==> src/rtl/rgbw_pkg.sv <==
// rgbw_pkg: shared FSM encoding, channel indices and default operand width
// for the RGBW intensity-scaling multiply scheduler.
package rgbw_pkg;
  typedef enum logic [1:0] {ST_IDLE, ST_LOAD, ST_WAIT, ST_DONE} state_t;
  localparam int CH_RED     = 0;
  localparam int CH_GREEN   = 1;
  localparam int CH_BLUE    = 2;
  localparam int CH_WHITE   = 3;
  localparam int DEFAULT_DW = 8;
endpackage

==> src/rtl/rgbw_rr_arbiter.sv <==
// rgbw_rr_arbiter: combinational round-robin pick, scanning upward from the
// requester just after the last one served and wrapping.
module rgbw_rr_arbiter #(
  parameter int N_REQ = 4,
  localparam int IW = N_REQ > 1 ? $clog2(N_REQ) : 1
) (
  input  logic [N_REQ-1:0] req,
  input  logic [IW-1:0]    last,
  output logic [IW-1:0]    gnt_id,
  output logic             gnt_vld
);
  logic [IW-1:0] idx;
  always_comb begin
    gnt_id = '0;
    gnt_vld = 1'b0;
    idx = '0;
    // Walk from the farthest candidate toward the nearest so the nearest set request wins
    for (int i = N_REQ; i >= 1; i--) begin
      idx = IW'((int'(last) + i) % N_REQ);
      if (req[idx]) begin
        gnt_id = idx;
        gnt_vld = 1'b1;
      end
    end
  end
endmodule

==> src/rtl/rgbw_mult_scheduler.sv <==
// rgbw_mult_scheduler: shares one handshaked 8x8 multiplier between the RGBW
// scaling requesters, round-robin, one multiply in flight, with a ready watchdog.
module rgbw_mult_scheduler
  import rgbw_pkg::*;
#(
  parameter int N_REQ   = 4,
  parameter int DW      = DEFAULT_DW,
  parameter int TIMEOUT = 63,
  localparam int IW = N_REQ > 1 ? $clog2(N_REQ) : 1
) (
  input  logic                clk,
  input  logic                reset,
  input  logic [N_REQ-1:0]    req,
  input  logic [N_REQ*DW-1:0] op_a,
  input  logic [N_REQ*DW-1:0] op_b,
  output logic [N_REQ-1:0]    ack,
  output logic [2*DW-1:0]     res,
  output logic                err,
  output logic                busy,
  output logic [IW-1:0]       grant_id,
  output logic                mult_ld,
  output logic [DW-1:0]       mult_a,
  output logic [DW-1:0]       mult_b,
  input  logic                mult_rdy,
  input  logic [2*DW-1:0]     mult_res
);
  localparam int CW = TIMEOUT > 0 ? $clog2(TIMEOUT + 1) : 1;
  state_t state, nxt;
  logic [IW-1:0] last, gnt_id;
  logic gnt_vld, armed, hit, abort;
  logic [CW-1:0] cnt;

  rgbw_rr_arbiter #(.N_REQ(N_REQ)) u_arb (
    .req(req),
    .last(last),
    .gnt_id(gnt_id),
    .gnt_vld(gnt_vld)
  );

  // armed is low only in the first WAIT cycle, where a ready left over from the prior op is ignored
  always_comb begin
    hit = state == ST_WAIT && armed && mult_rdy;
    abort = TIMEOUT != 0 && state == ST_WAIT && armed && !mult_rdy && cnt == CW'(TIMEOUT - 1);
    nxt = state == ST_IDLE ? (gnt_vld ? ST_LOAD : ST_IDLE)
        : state == ST_LOAD ? ST_WAIT
        : state == ST_WAIT ? (hit ? ST_DONE : abort ? ST_IDLE : ST_WAIT)
        : ST_IDLE;
    busy = state != ST_IDLE;
    mult_ld = state == ST_LOAD;
    ack = state == ST_DONE && req[grant_id] ? N_REQ'(1) << grant_id : '0;
  end

  always_ff @(posedge clk or posedge reset) begin
    if (reset) begin
      state <= ST_IDLE;
      last <= IW'(N_REQ - 1);
      grant_id <= '0;
      mult_a <= '0;
      mult_b <= '0;
      res <= '0;
      err <= 1'b0;
      cnt <= '0;
      armed <= 1'b0;
    end else begin
      state <= nxt;
      err <= abort;
      if (state == ST_IDLE && gnt_vld) begin
        grant_id <= gnt_id;
        mult_a <= op_a[gnt_id*DW +: DW];
        mult_b <= op_b[gnt_id*DW +: DW];
      end
      if (state == ST_LOAD) begin
        cnt <= '0;
        armed <= 1'b0;
      end
      if (state == ST_WAIT) begin
        armed <= 1'b1;
        if (armed && !mult_rdy && !(&cnt)) cnt <= cnt + CW'(1);
      end
      if (hit) res <= mult_res;
      if (abort || state == ST_DONE) last <= grant_id;
    end
  end
endmodule
==> config.mk <==
export PLATFORM = sky130hd
export DESIGN_NAME = rgbw_mult_scheduler
export DESIGN_NICKNAME = d
export VERILOG_FILES = /design/src/rtl/rgbw_pkg.sv /design/src/rtl/rgbw_rr_arbiter.sv /design/src/rtl/rgbw_mult_scheduler.sv
export SDC_FILE = /design/constraint.sdc
export NUM_CORES = 1
export LEC_CHECK = 0
export BUFFER_PORTS_ARGS = -buffer_cell sky130_fd_sc_hd__buf_4
export CORE_MARGIN = 2
export CORE_UTILIZATION = 50
export DETAILED_ROUTE_END_ITERATION = 10
export PLACE_DENSITY = 0.85
export SLEW_MARGIN = 5
export SYNTH_ARGS = -nofsm -noshare
export SYNTH_HDL_FRONTEND = slang
export SYNTH_SLANG_ARGS = --single-unit
==> constraint.sdc <==
create_clock -name clk -period 3.6 [get_ports clk]
set_input_delay 0.18 -clock clk [delete_from_list [all_inputs] [get_ports clk]]
set_output_delay 0.18 -clock clk [all_outputs]
set_load 0.02 [all_outputs]
[After elaboration in Yosys (flattened, before gate mapping)]
Index checks and enable logic that the tools add are counted.
Word-level totals
  word-level logic and storage cells: 71
  input port bits: 87
  register bits: 46
Cells by class
  $add $sub $neg: 5
  reductions and logical operators: 15
  shifts and indexed selects: 3
  mux-type cells: 30
  order comparisons: 5
  equal/unequal tests: 4
Operators by type and width (count)
  $shiftx A32 B6 Y8: 2
  $mux W2: 9
  $mux W6: 3
  $lt A2 B3 Y1 const B: 5
  $mux W1: 12
  $bmux W1 S2: 5
  $logic_and A1 B1 Y1: 8
  $add A6 B1 Y6 const B: 1
  $eq A6 B6 Y1 const B: 1
  $reduce_and A6 Y1: 1
  $add A2 B1 Y2 const B: 2
  $add A2 B2 Y2 const B: 2
  $eq A2 B2 Y1 const B: 2
  $mux W4: 1
  $reduce_bool A2 Y1: 2
  $shl A1 B2 Y4 const A: 1
  $eq A2 B1 Y1 const B: 1
  $logic_not A1 Y1: 2
  $logic_not A2 Y1: 1
  $logic_or A1 B1 Y1: 1

[Depth between registers and ports, before layout]
Gate-level depths: netlist of run 1.
  word-level depth: 9
  gate-level depth with buffers: 8

[Cells and area by module]
Synthesis of run 1 repeated with hierarchy kept, for this count alone.
Second synthesis, totals
  cells, all modules: 170
  area, all modules: 2456.1 µm²
Modules (own cells, without submodules)
  rgbw_mult_scheduler: sequential area each 1153.6 µm², cells each 156, area an instance 2364.8 µm², times used 1
  rgbw_rr_arbiter: sequential area each 0.0 µm², cells each 14, area an instance 91.3 µm², times used 1

[Worst setup path before layout of run 1]
OpenSTA, ideal clock, no wires.
  kind: flip-flop to flip-flop
  start: register last[0]
  end: register mult_a[0]
  data required time: 3.473 ns
  arrival time: 1.710 ns
  buffers on the path: 1
  slack: 1.763 ns
  stages on the path, launching flop included: 7
  period minus slack after synthesis: 1.837 ns
  cells stage by stage: dfstp_2 > nand2b_2 > o21ai_1 > a211oi_4 > buf_2 > mux2i_1 > o211ai_2
On the way
  cells in the longest elaborated chain, start to end: 8
Ends and longest elaborated chain
  from (decl): line rgbw_mult_scheduler.sv:29  | logic [IW-1:0] last, gnt_id;
  from (signal assigned): line rgbw_mult_scheduler.sv:56  | last <= IW'(N_REQ - 1);
  from (signal assigned): line rgbw_mult_scheduler.sv:81  | if (abort || state == ST_DONE) last <= grant_id;
  $add A2 B1 Y2: line rgbw_rr_arbiter.sv:19  | idx = IW'((int'(last) + i) % N_REQ);
  $bmux W1 S2: line rgbw_rr_arbiter.sv:20  | if (req[idx]) begin
  $mux W1 (implied by the code): line rgbw_rr_arbiter.sv:20
  $mux W2 / $mux W1 (equally long branches) (4 in a row): line rgbw_rr_arbiter.sv:20
  $shiftx A32 B6 Y8 / $logic_and A1 B1 Y1 (equally long branches): line rgbw_mult_scheduler.sv:69, rgbw_mult_scheduler.sv:67
  to (signal assigned): line rgbw_mult_scheduler.sv:69  | mult_a <= op_a[gnt_id*DW +: DW];
  to (decl): line rgbw_mult_scheduler.sv:22  | output logic [DW-1:0] mult_a,
Parallel ways exist; a longest one is shown, timed or not. The select of a mux whose other input is x is not followed.
A chain may end at the register's enable or synchronous reset.

[Worst setup path after layout of run 1]
  start: register last[1]
  end: register mult_a[0]
Same word-level chain as after synthesis.

==> results.md, run 1 <==
- Final Hold Slack: 108.3 ps
- Row Count: 26
- P per Cell Area: ~780 nW/um2
- Total wire length: slightly below 7000 um
- Fillers: 390
- N_diodes: 0
- Crit start category: flip-flop
- Gpl congestion: about 0.79
- Yosys warns: 0
- First-pass DRT Iterations: 4
- Clk Tree Root Cell: clkbuf_8
- Leakage Power: between 1.5 and 2 nW
- Nets: ~460
- Syn nets: around 330
- Minimum clock period: 2360 ps
- Worst setup EP type: flip-flop
- Max clock buf depth: 2
- Chip Width: around 78 um
- Sink Count: 46
- Antenna violation net count after detailed routing: 0
- #FFs+latches synth: 46
- Synthesized cell area: roughly 2700 um2
- Clock power frac: 13.1%
- Htree depth: 2
- Crit-path slowest cell: or2_1
- Cells after Synth: between 200 and 250
- Synth area leaders: dfrtp_1 (41%), mux2_2 (15%), o211ai_2 (7.4%)
- Fin. max-slew vios: 0
- Drt initial violations: 83
- Hpwl dp: 5111 um
- CP max stage delay: 730 ps
- Register share of total power: 31.0%
- Commonest non-fill, non-tap cell in the layout: buf_4
- Die area: ~6000 um2
- Peak supply drop: roughly 0.48 mV
- Port bufs: ~130
- Final-report setup violation count: 0
- Worst Path Buf+Inv: 1
- Count of cell types in the netlist: 36
- Vias in the first global route: about 2300
- Total global routing track utilization: 22.79%
- Fmax: between 400 and 500 MHz
- Register area share after synthesis: a little over two fifths
- Mean Syn Cell Area: 11.22 um2
- Share of layout cells above drive strength 1: between 50% and 60%
- GRT overflow: 0
- Vias: about 2400
- Max cap viols: 0
- Worst-path clk slew: 90 ps
- Yosys top cell area share: roughly 41%
- Setup repair after global routing missed its margin: false
- Setup TNS: 0 ps
- DR WL/cell: 15.67 um
- Clock Latency Late Sink: approximately 300 ps
- CTS Hold Bufs: 0
- Worst Tran Pin Value: 967.3 ps
- DR DRC count: 0
- Vias per inst: around 5.4
- Most frequent cells in the layout: buf_4 (130), dfrtp_1 (44), nand3_1 (35), mux2_2 (35), nand2_1 (22)
- Status: finished, final reports clean
- Period utilisation layout: roughly 66%
- Crit-path cells: nor3b_2 -> a311oi_4 -> buf_4 -> or2_1 -> o211ai_2
- Sw power: between 0.001 and 0.0015 W
- Clock skew: 6.638 ps
- CP delay by family, top: simple AND/OR/NAND/NOR gates
- Logic pwr share: 55.9%
- Die H: slightly below 80 um
- Fin. Hold Viols: 0
- Sw frac: between 40% and 50%
- Arrival @ worst endpoint: 2510 ps
- Post-CTS Setup Inserts: 0
- Synth area leader: dfrtp_1
- Critical path class: flip-flop to flip-flop
- P&R area growth vs syn: 39.69%
- CORE AREA: slightly above 5000 um2
- Slew headroom: 35.42%
- First-pass GRT wire length: 10990 um
- Largest net degree at the start of global routing: 47
- TritonCTS clock tree: done
- Initial antenna violation count: 0
- IO Pins: 128
- Initial core utilization: 52.30%
- Total CTS buffers: 5
- CP max FO: 34
- Cell internal pwr: approximately 0.0017 W
- Tightest Hold Check Type: input pin to async pin
- # resized after CTS: 0
- Worst EP required: approximately 3800 ps
==> layer usage <==
metal  wire length [um]  global-route usage, %
met5                  0                      0
met4                118                  6.250
met3                639                  8.372
met2               3244                  37.48
met1               2796                  28.28
==> through the flow <==
stage | util [%] | setup WS (ps) | total power (W) | area [um2] | std cells
final | 73.05 | 1240 | 0.002929 | 3779 | 434
after floorplan | - | 1763 | 0.002039 | 2705 | 241
after global routing | 73.05 | 1064 | 0.003133 | 3779 | 434
after global placement | 70.92 | 1235 | 0.002509 | 3669 | 426
after detailed placement | 70.92 | 1155 | 0.002574 | 3669 | 426
after CTS | 73.05 | 1222 | 0.002960 | 3779 | 434
==> synthesized netlist by cell type (all sizes together) <==
| master | count |
|---|---|
| dfrtp | 44 |
| mux2 | 35 |
| nand3 | 35 |
| nand2 | 22 |
| mux2i | 16 |
| o211ai | 16 |
| buf | 12 |
| o21ai | 9 |
| ha | 6 |
| inv | 6 |
| nor2 | 5 |
| nand2b | 4 |
| o31ai | 4 |
| clkbuf | 3 |
| and4 | 2 |
| and4b | 2 |
| dfstp | 2 |
| nand3b | 2 |
| nor2b | 2 |
| or2 | 2 |
| a211oi | 1 |
| a21o | 1 |
| a21oi | 1 |
| a22o | 1 |
| a311oi | 1 |
| a31oi | 1 |
| and4bb | 1 |
| nor3 | 1 |
| nor3b | 1 |
| nor4bb | 1 |
| o22ai | 1 |
| xnor2 | 1 |
==> path summary, 6_finish.rpt <==
check / startpoint / end / slack [ps] / depth (start not counted)
max in group asynchronous: reset / mult_a[7] / 2890 / 2
worst min register to register: mult_b[6] / mult_b[6] / 500 / 2
worst min-delay path: reset / res[11] / 110 / 2
worst max register to register: last[1] / mult_a[0] / 1240 / 5
min in group clk: mult_res[12] / res[12] / 110 / 2
worst max-delay path: last[1] / mult_a[0] / 1240 / 5
==> power groups by stage <==
stage / clock, W / combinational, W / sequential, W
2_1_floorplan: 0 / 0.000922 / 0.00112
3_3_place_gp: 0 / 0.00161 / 0.000903
3_5_place_dp: 0 / 0.00166 / 0.000916
4_1_cts: 0.000393 / 0.00166 / 0.000908
5_1_grt: 0.000416 / 0.00178 / 0.000942
6_report: 0.000384 / 0.00164 / 0.000908
==> worst register-to-register path, cell delays in order (launching register included) <==
cell	delay [ps]
dfstp_2	620
nor3b_2	80
a311oi_4	250
buf_4	350
or2_1	750
o211ai_2	160
==> registers in the layout, indices dropped and copies added (netlist names) <==
signal    count
armed         1
cnt           6
err           1
grant_id      2
last          2
mult_a        8
mult_b        8
res          16
state         2
==> logic make-up after synthesis <==
group | share of synthesized area, %
adder cells (fa/ha/maj) | 2.775
AND/OR/NAND/NOR | 15.59
multiplexers | 20.49
buffers and inverters | 5.041
XOR/XNOR | 0.3238
flip-flops | 42.65
AO/OA/AOI/OAI | 13.14
==> final cells by class <==
type                       instances  area [um2]  share of cell area [%]
multi-input combinational        174        1429                   37.81
timing repair buffer             130       975.9                   25.83
inverter                           6       22.52                  0.5960
sequential                        46        1154                   30.53
clock inverter                     2       37.54                  0.9934
clock buffer                       6       72.57                   1.921
tap                               70       87.58                   2.318
Note: power is estimated with default switching activity, not from simulation.
==> run 2: changes to the inputs <==
--- a/config.mk
+++ b/config.mk
@@ -7,9 +7,9 @@
 export LEC_CHECK = 0
 export BUFFER_PORTS_ARGS = -buffer_cell sky130_fd_sc_hd__buf_4
 export CORE_MARGIN = 2
-export CORE_UTILIZATION = 50
+export CORE_UTILIZATION = 47
 export DETAILED_ROUTE_END_ITERATION = 10
-export PLACE_DENSITY = 0.85
+export PLACE_DENSITY = 0.81
 export SLEW_MARGIN = 5
 export SYNTH_ARGS = -nofsm -noshare
 export SYNTH_HDL_FRONTEND = slang
==> constraint.sdc (replaced) <==
create_clock -name clk -period 2.3 [get_ports clk]
set_input_delay 0.115 -clock clk [delete_from_list [all_inputs] [get_ports clk]]
set_output_delay 0.115 -clock clk [all_outputs]
set_load 0.02 [all_outputs]
==> run 2 against run 1 <==
Against the previous run: register-to-register slack got worse by 860 ps; count of clock-buffer cells in the layout stayed put; maximum frequency is 23% higher; critical path depth grew 1; flip-flop and latch count is the same; final cell count rose by 1.4%; first-iteration DRC count is 11% higher; combinational power grew 60%; critical endpoint is now mult_b[0]; largest cell class unchanged.
==> results.md, run 2 (same netlist as run 1, synthesis figures left out) <==
- Status: finished, final reports clean (unchanged)
- IO Pins: 128 (unchanged)
- # resized after CTS: 0 (unchanged)
- Total wire length: 6781 um (was 6799 um)
- Biggest register: res (unchanged)
- Port bufs: 127 (unchanged)
- Post-CTS Setup Inserts: 0 (unchanged)
- Vias in the first global route: 2368 (was 2332)
- Largest registers: res (16), mult_a (8), mult_b (8) (unchanged)
- CP max FO: 34 (unchanged)
- Largest net degree at the start of global routing: 46 (was 47)
- Period utilisation layout: 83.31% (was 65.56%)
- Nets: 461 (was 456)
- Clk Tree Root Cell: clkbuf_8 (unchanged)
- P per Cell Area: 1187 nW/um2 (was 775.3 nW/um2)
- P&R area growth vs syn: 40.52% (was 39.69%)
- Largest register FFs: 16 (unchanged)
- Worst EP required: 2480 ps (was 3750 ps)
- Antenna violation net count after detailed routing: 0 (unchanged)
- TritonCTS clock tree: done (unchanged)
- Total global routing track utilization: 21.16% (was 22.79%)
- Setup repair after global routing missed its margin: false (unchanged)
- CORE AREA: 5540 um2 (was 5172 um2)
- DR WL/cell: 15.41 um (was 15.67 um)
- N_diodes: 0 (unchanged)
- Vias: 2359 (was 2353)
- Critical path class: flip-flop to flip-flop (unchanged)
- Initial antenna violation count: 0 (unchanged)
- Total CTS buffers: 5 (unchanged)
- Max cap viols: 0 (unchanged)
- Worst-path clk slew: 90 ps (about the same)
- Tightest Hold Check Type: input pin to async pin (unchanged)
- Final core occ: 68.61% (was 73.05%)
- Worst Tran Pin Value: 924.9 ps (was 967.3 ps)
- Setup TNS: 0 ps (unchanged)
- CTS Hold Bufs: 0 (unchanged)
- Vias per inst: 5.361 (was 5.422)
- Chip Width: 79.87 um (was 77.56 um)
- Commonest non-fill, non-tap cell in the layout: buf_4 (unchanged)
- Max clock buf depth: 2 (unchanged)
- Peak supply drop: 0.7425 mV (was 0.4838 mV)
- Critical path startpoint: last[1] (unchanged)
- Drt initial violations: 92 (was 83)
- Die H: 79.87 um (was 77.56 um)
- DR DRC count: 0 (unchanged)
- Minimum clock period: 1916 ps (was 2360 ps)
- Crit Reg-Reg Startpoint: last[1] (unchanged)
- Sink Count: 46 (unchanged)
- Most frequent cells in the layout: buf_4 (134), dfrtp_1 (44), nand3_1 (35), mux2_2 (35), nand2_1 (22) (was buf_4 (130), dfrtp_1 (44), nand3_1 (35), mux2_2 (35), nand2_1 (22))
- Fin. max-slew vios: 0 (unchanged)
- Gpl congestion: 0.8819 (was 0.7912)
- Fin. Hold Viols: 0 (unchanged)
- Row Count: 27 (was 26)
- Slew headroom: 38.25% (was 35.42%)
- Leakage Power: 1.813 nW (was 1.800 nW)
- First-pass DRT Iterations: 4 (unchanged)
- Clock skew: 8.563 ps (was 6.638 ps)
- Hpwl dp: 5097 um (was 5111 um)
- Final-report setup violation count: 0 (unchanged)
- GRT overflow: 0 (unchanged)
- Share of layout cells above drive strength 1: 54.62% (was 54.12%)
- Htree depth: 2 (unchanged)
- Clock Latency Late Sink: 290 ps (was 300 ps)
- Fillers: 467 (was 390)
- Initial core utilization: 48.83% (was 52.30%)
- Fmax: 521.9 MHz (was 423.7 MHz)
- Die area: 6378 um2 (was 6015 um2)
- Arrival @ worst endpoint: 2090 ps (was 2510 ps)
- First-pass GRT wire length: 10650 um (was 10990 um)
- Crit start category: flip-flop (unchanged)
- Worst setup EP type: flip-flop (unchanged)
-- run 2: cell types whose count changed in the layout (fill, tap and decap cells not counted) --
cell,change
buf_4,+4
buf_12,+1
bufinv_16,-1
-- run 2: power breakdown --
group / leakage [nW] / switching [W] / internal, W / total (W)
clock: 0.0373 / 0.000268 / 0.000209 / 0.000476
combinational: 1.20 / 0.00139 / 0.00123 / 0.00262
sequential: 0.573 / 0.000247 / 0.00117 / 0.00142
total: 1.81 / 0.00190 / 0.00261 / 0.00451
-- run 2: critical path, cell delays in order, from the launching register on --
cell,delay [ps]
dfstp_2,620
nor3b_2,80
a311oi_4,250
buf_4,360
or2_1,170
buf_4,200
o211ai_2,110
-- run 2: path summary, 6_finish.rpt --
| check | end | slack [ps] | cells after the start |
|---|---|---|---|
| hold / removal | res[12] | 30 | 2 |
| max in group asynchronous | last[1] | 1590 | 3 |
| min in group clk | res[13] | 50 | 2 |
| setup reg to reg | mult_b[0] | 380 | 6 |
| setup / recovery | mult_b[0] | 380 | 6 |
| hold reg to reg | mult_a[7] | 500 | 2 |
-- run 2: layout make-up --
type | count | area [um2] | share of cell area, %
clock inverters | 1 | 7.507 | 0.1975
clock buffers | 6 | 72.57 | 1.909
well taps | 72 | 90.09 | 2.370
flip-flops and latches | 46 | 1154 | 30.35
multi-input cells | 174 | 1429 | 37.59
repair buffers | 135 | 1026 | 26.99
inverters | 6 | 22.52 | 0.5925
-- run 2: through the flow --
step | hold WS (ps) | power (W) | area (um2) | cells | worst slack (ps)
after global placement | 346.6 | 0.004001 | 3721 | 433 | 448.0
after global routing | 31.15 | 0.004838 | 3801 | 440 | 255.3
final | 27.76 | 0.004512 | 3801 | 440 | 383.8
after detailed placement | 352.2 | 0.004065 | 3721 | 433 | 405.4
after floorplan | 265.6 | 0.003191 | 2705 | 241 | 463.3
after CTS | 39.87 | 0.004549 | 3801 | 440 | 383.7
-- run 2: routing by layer --
layer  routed length [um]  track usage, %  vias up
li1                     -               -     1126
met1                 2833           26.31     1134
met2                 3206           35.97       93
met3                  686           6.900        6
met4                   55           4.576        0
met5                    0               0        -
==> run 3: changes to the inputs <==
--- a/config.mk
+++ b/config.mk
@@ -7,9 +7,9 @@
 export LEC_CHECK = 0
 export BUFFER_PORTS_ARGS = -buffer_cell sky130_fd_sc_hd__buf_4
 export CORE_MARGIN = 2
-export CORE_UTILIZATION = 47
+export CORE_UTILIZATION = 42
 export DETAILED_ROUTE_END_ITERATION = 10
-export PLACE_DENSITY = 0.81
+export PLACE_DENSITY = 0.76
 export SLEW_MARGIN = 5
 export SYNTH_ARGS = -nofsm -noshare
 export SYNTH_HDL_FRONTEND = slang
==> constraint.sdc (replaced) <==
create_clock -name clk -period 1.6 [get_ports clk]
set_input_delay 0.08 -clock clk [delete_from_list [all_inputs] [get_ports clk]]
set_output_delay 0.08 -clock clk [all_outputs]
set_load 0.02 [all_outputs]
==> run 3 against run 2 <==
Against the previous run: the run now ends with setup timing left; via count grew 7.7%; flip-flop and latch count is the same; routed wire length grew 23%; critical path depth grew 1; setup slack lost 650 ps; sequential power grew 44%; combinational power grew 88%; final area grew 14%; final cell count grew 6.8%; register-to-register slack lost 650 ps; global-route usage shrank 0.56 points.
==> results.md, run 3 (same netlist as run 1, synthesis figures left out) <==
- CORE AREA: 6277 um2 (was 5540 um2)
- Setup repair after global routing missed its margin: true (was false)
- Peak supply drop: 1.013 mV (was 0.7425 mV)
- Failing checks: setup timing
- Critical path startpoint: last[0] (was last[1])
- Dpl ws: -193.1 ps (was 405.4 ps)
- Leakage Power: 2.101 nW (was 1.813 nW)
- Commonest non-fill, non-tap cell in the layout: buf_4 (unchanged)
- Fin. Hold Viols: 0 (unchanged)
- Antenna violation net count after detailed routing: 0 (unchanged)
- Period utilisation layout: 116.9% (was 83.31%)
- Crit Reg-Reg Startpoint: last[0] (was last[1])
- Share of layout cells above drive strength 1: 61.83% (was 54.62%)
- Final Hold Slack: 11.34 ps (was 27.76 ps)
- Worst-path clk slew: 80 ps (was 90 ps)
- Max clock buf depth: 2 (unchanged)
- Worst setup EP type: flip-flop (unchanged)
- Biggest register: res (unchanged)
- Most frequent cells in the layout: buf_4 (138), dfrtp_1 (43), nand3_1 (34) (was buf_4 (134), dfrtp_1 (44), nand3_1 (35), mux2_2 (35), nand2_1 (22))
- Max cap viols: 0 (unchanged)
- Worst EP required: 1820 ps (was 2480 ps)
- Gpl congestion: 0.7752 (was 0.8819)
- Minimum clock period: 1870 ps (was 1916 ps)
- Final Power: 0.007719 W (was 0.004512 W)
- Drt initial violations: 77 (was 92)
- CP max FO: 8 (was 34)
- Vias in the first global route: 2442 (was 2368)
- Status: finished with violations (was finished, final reports clean)
- Hold_sp: mult_res[1]
- Crit start category: flip-flop (unchanged)
- Largest register FFs: 16 (unchanged)
- First-pass GRT wire length: 11800 um (was 10650 um)
- GRT overflow: 0 (unchanged)
- Arrival @ worst endpoint: 2090 ps (about the same)
- Chip Width: 84.26 um (was 79.87 um)
- Met1 wire length: 3244 um (was 2833 um)
- Fin. max-slew vios: 0 (unchanged)
- DR DRC count: 0 (unchanged)
- DR WL/cell: 17.76 um (was 15.41 um)
- Post-route setup slack: -270.1 ps (was 383.8 ps)
- Top Layer Used: met4 (unchanged)
- Port bufs: 127 (unchanged)
- Largest net degree at the start of global routing: 36 (was 46)
- Total wire length: 8348 um (was 6781 um)
- Die H: 84.26 um (was 79.87 um)
- Final core occ: 69.30% (was 68.61%)
- Slew headroom: 67.38% (was 38.25%)
- Row Count: 29 (was 27)
- Htree depth: 2 (unchanged)
- IO Pins: 128 (unchanged)
- First-pass DRT Iterations: 4 (unchanged)
- Setup TNS: -3896 ps (was 0 ps)
- Met2 wire length: 4367 um (was 3206 um)
- TritonCTS clock tree: done (unchanged)
- Fillers: 457 (was 467)
- Final-report setup violation count: 17 (was 0)
- N_diodes: 0 (unchanged)
- Initial antenna violation count: 0 (unchanged)
- Vias: 2540 (was 2359)
- Tightest Hold Check Type: input pin to flip-flop (was input pin to async pin)
- Metal3 WL: 613 um (was 686 um)
- Nets: 485 (was 461)
- Initial core utilization: 43.09% (was 48.83%)
- P per Cell Area: 1774 nW/um2 (was 1187 nW/um2)
- Fmax: 534.7 MHz (was 521.9 MHz)
- Sink Count: 46 (unchanged)
- Total global routing track utilization: 20.60% (was 21.16%)
- Die area: 7099 um2 (was 6378 um2)
- Largest registers: res (16), mult_a (8), mult_b (8) (unchanged)
- Worst Tran Pin Value: 488.6 ps (was 924.9 ps)
- Clock Latency Late Sink: 300 ps (was 290 ps)
- Critical path class: flip-flop to flip-flop (unchanged)
- Hpwl dp: 5516 um (was 5097 um)
- P&R area growth vs syn: 60.82% (was 40.52%)
- Vias per inst: 5.404 (was 5.361)
- Total CTS buffers: 5 (unchanged)
- Clock skew: 8.500 ps (was 8.563 ps)
- Clk Tree Root Cell: clkbuf_8 (unchanged)
run 3: changes by cell type in the layout (fill, tap and decap cells not counted), moves of 4 or more:
cell	delta
mux2i_2	+5
mux2i_1	-6
buf_4	+4
buf_6	+6
mux2_2	-16
buf_12	+6
clkbuf_16	+5
mux2_4	+16
run 3: worst paths after layout:
kind | endpoint | slack [ps] | depth (start not counted)
setup / recovery | mult_a[7] | -270 | 7
hold / removal | res[1] | 10 | 2
setup reg to reg | mult_a[7] | -270 | 7
hold reg to reg | mult_a[6] | 510 | 2
max in group asynchronous | last[1] | 650 | 4
min in group asynchronous | mult_b[3] | 370 | 3
run 3: what timing repair did:
| item | CTS | global route |
|---|---|---|
| hold buffers | 1 | 2 |
| gates cloned | 0 | 7 |
| endpoints found under the setup margin | 17 | 23 |
| gates resized for setup | 8 | 32 |
| setup buffers | 0 | 2 |
| pin swaps | 0 | 4 |
| endpoints found under the hold margin | 22 | 2 |
run 3: metal layers:
layer	vias to the layer above	GRT usage [%]
met1	1239	25.49
met2	113	35.28
met3	11	5.900
met5	-	0
met4	0	5.572
li1	1177	-
run 3: final cells by class:
class	instances	area [um2]	area share, %
clock buffers	6	82.58	1.898
clock inverters	2	12.51	0.2876
inverters	6	22.52	0.5177
multi-input cells	174	1583	36.38
flip-flops and latches	46	1155	26.55
well taps	77	96.34	2.215
repair buffers	159	1399	32.15
run 3: worst max-delay path: stages (launching register included):
cell	delay (ps)
dfstp_2	550
nand2b_4	130
o21ai_2	70
a211oi_4	310
buf_6	190
clkbuf_16	170
mux2_4	300
o211ai_2	60
run 3: power by group:
part / internal [W] / total [W] / switching (W)
Sequential: 0.00168 / 0.00204 / 0.000355
Combinational: 0.00254 / 0.00493 / 0.00239
Clock: 0.000348 / 0.000745 / 0.000397
Total: 0.00458 / 0.00772 / 0.00314
run 3: metrics by stage:
stage	cells	cell area (um2)
2_1_floorplan	241	2783
3_3_place_gp	450	3921
3_5_place_dp	450	3921
4_1_cts	459	4051
5_1_grt	470	4350
6_report	470	4350
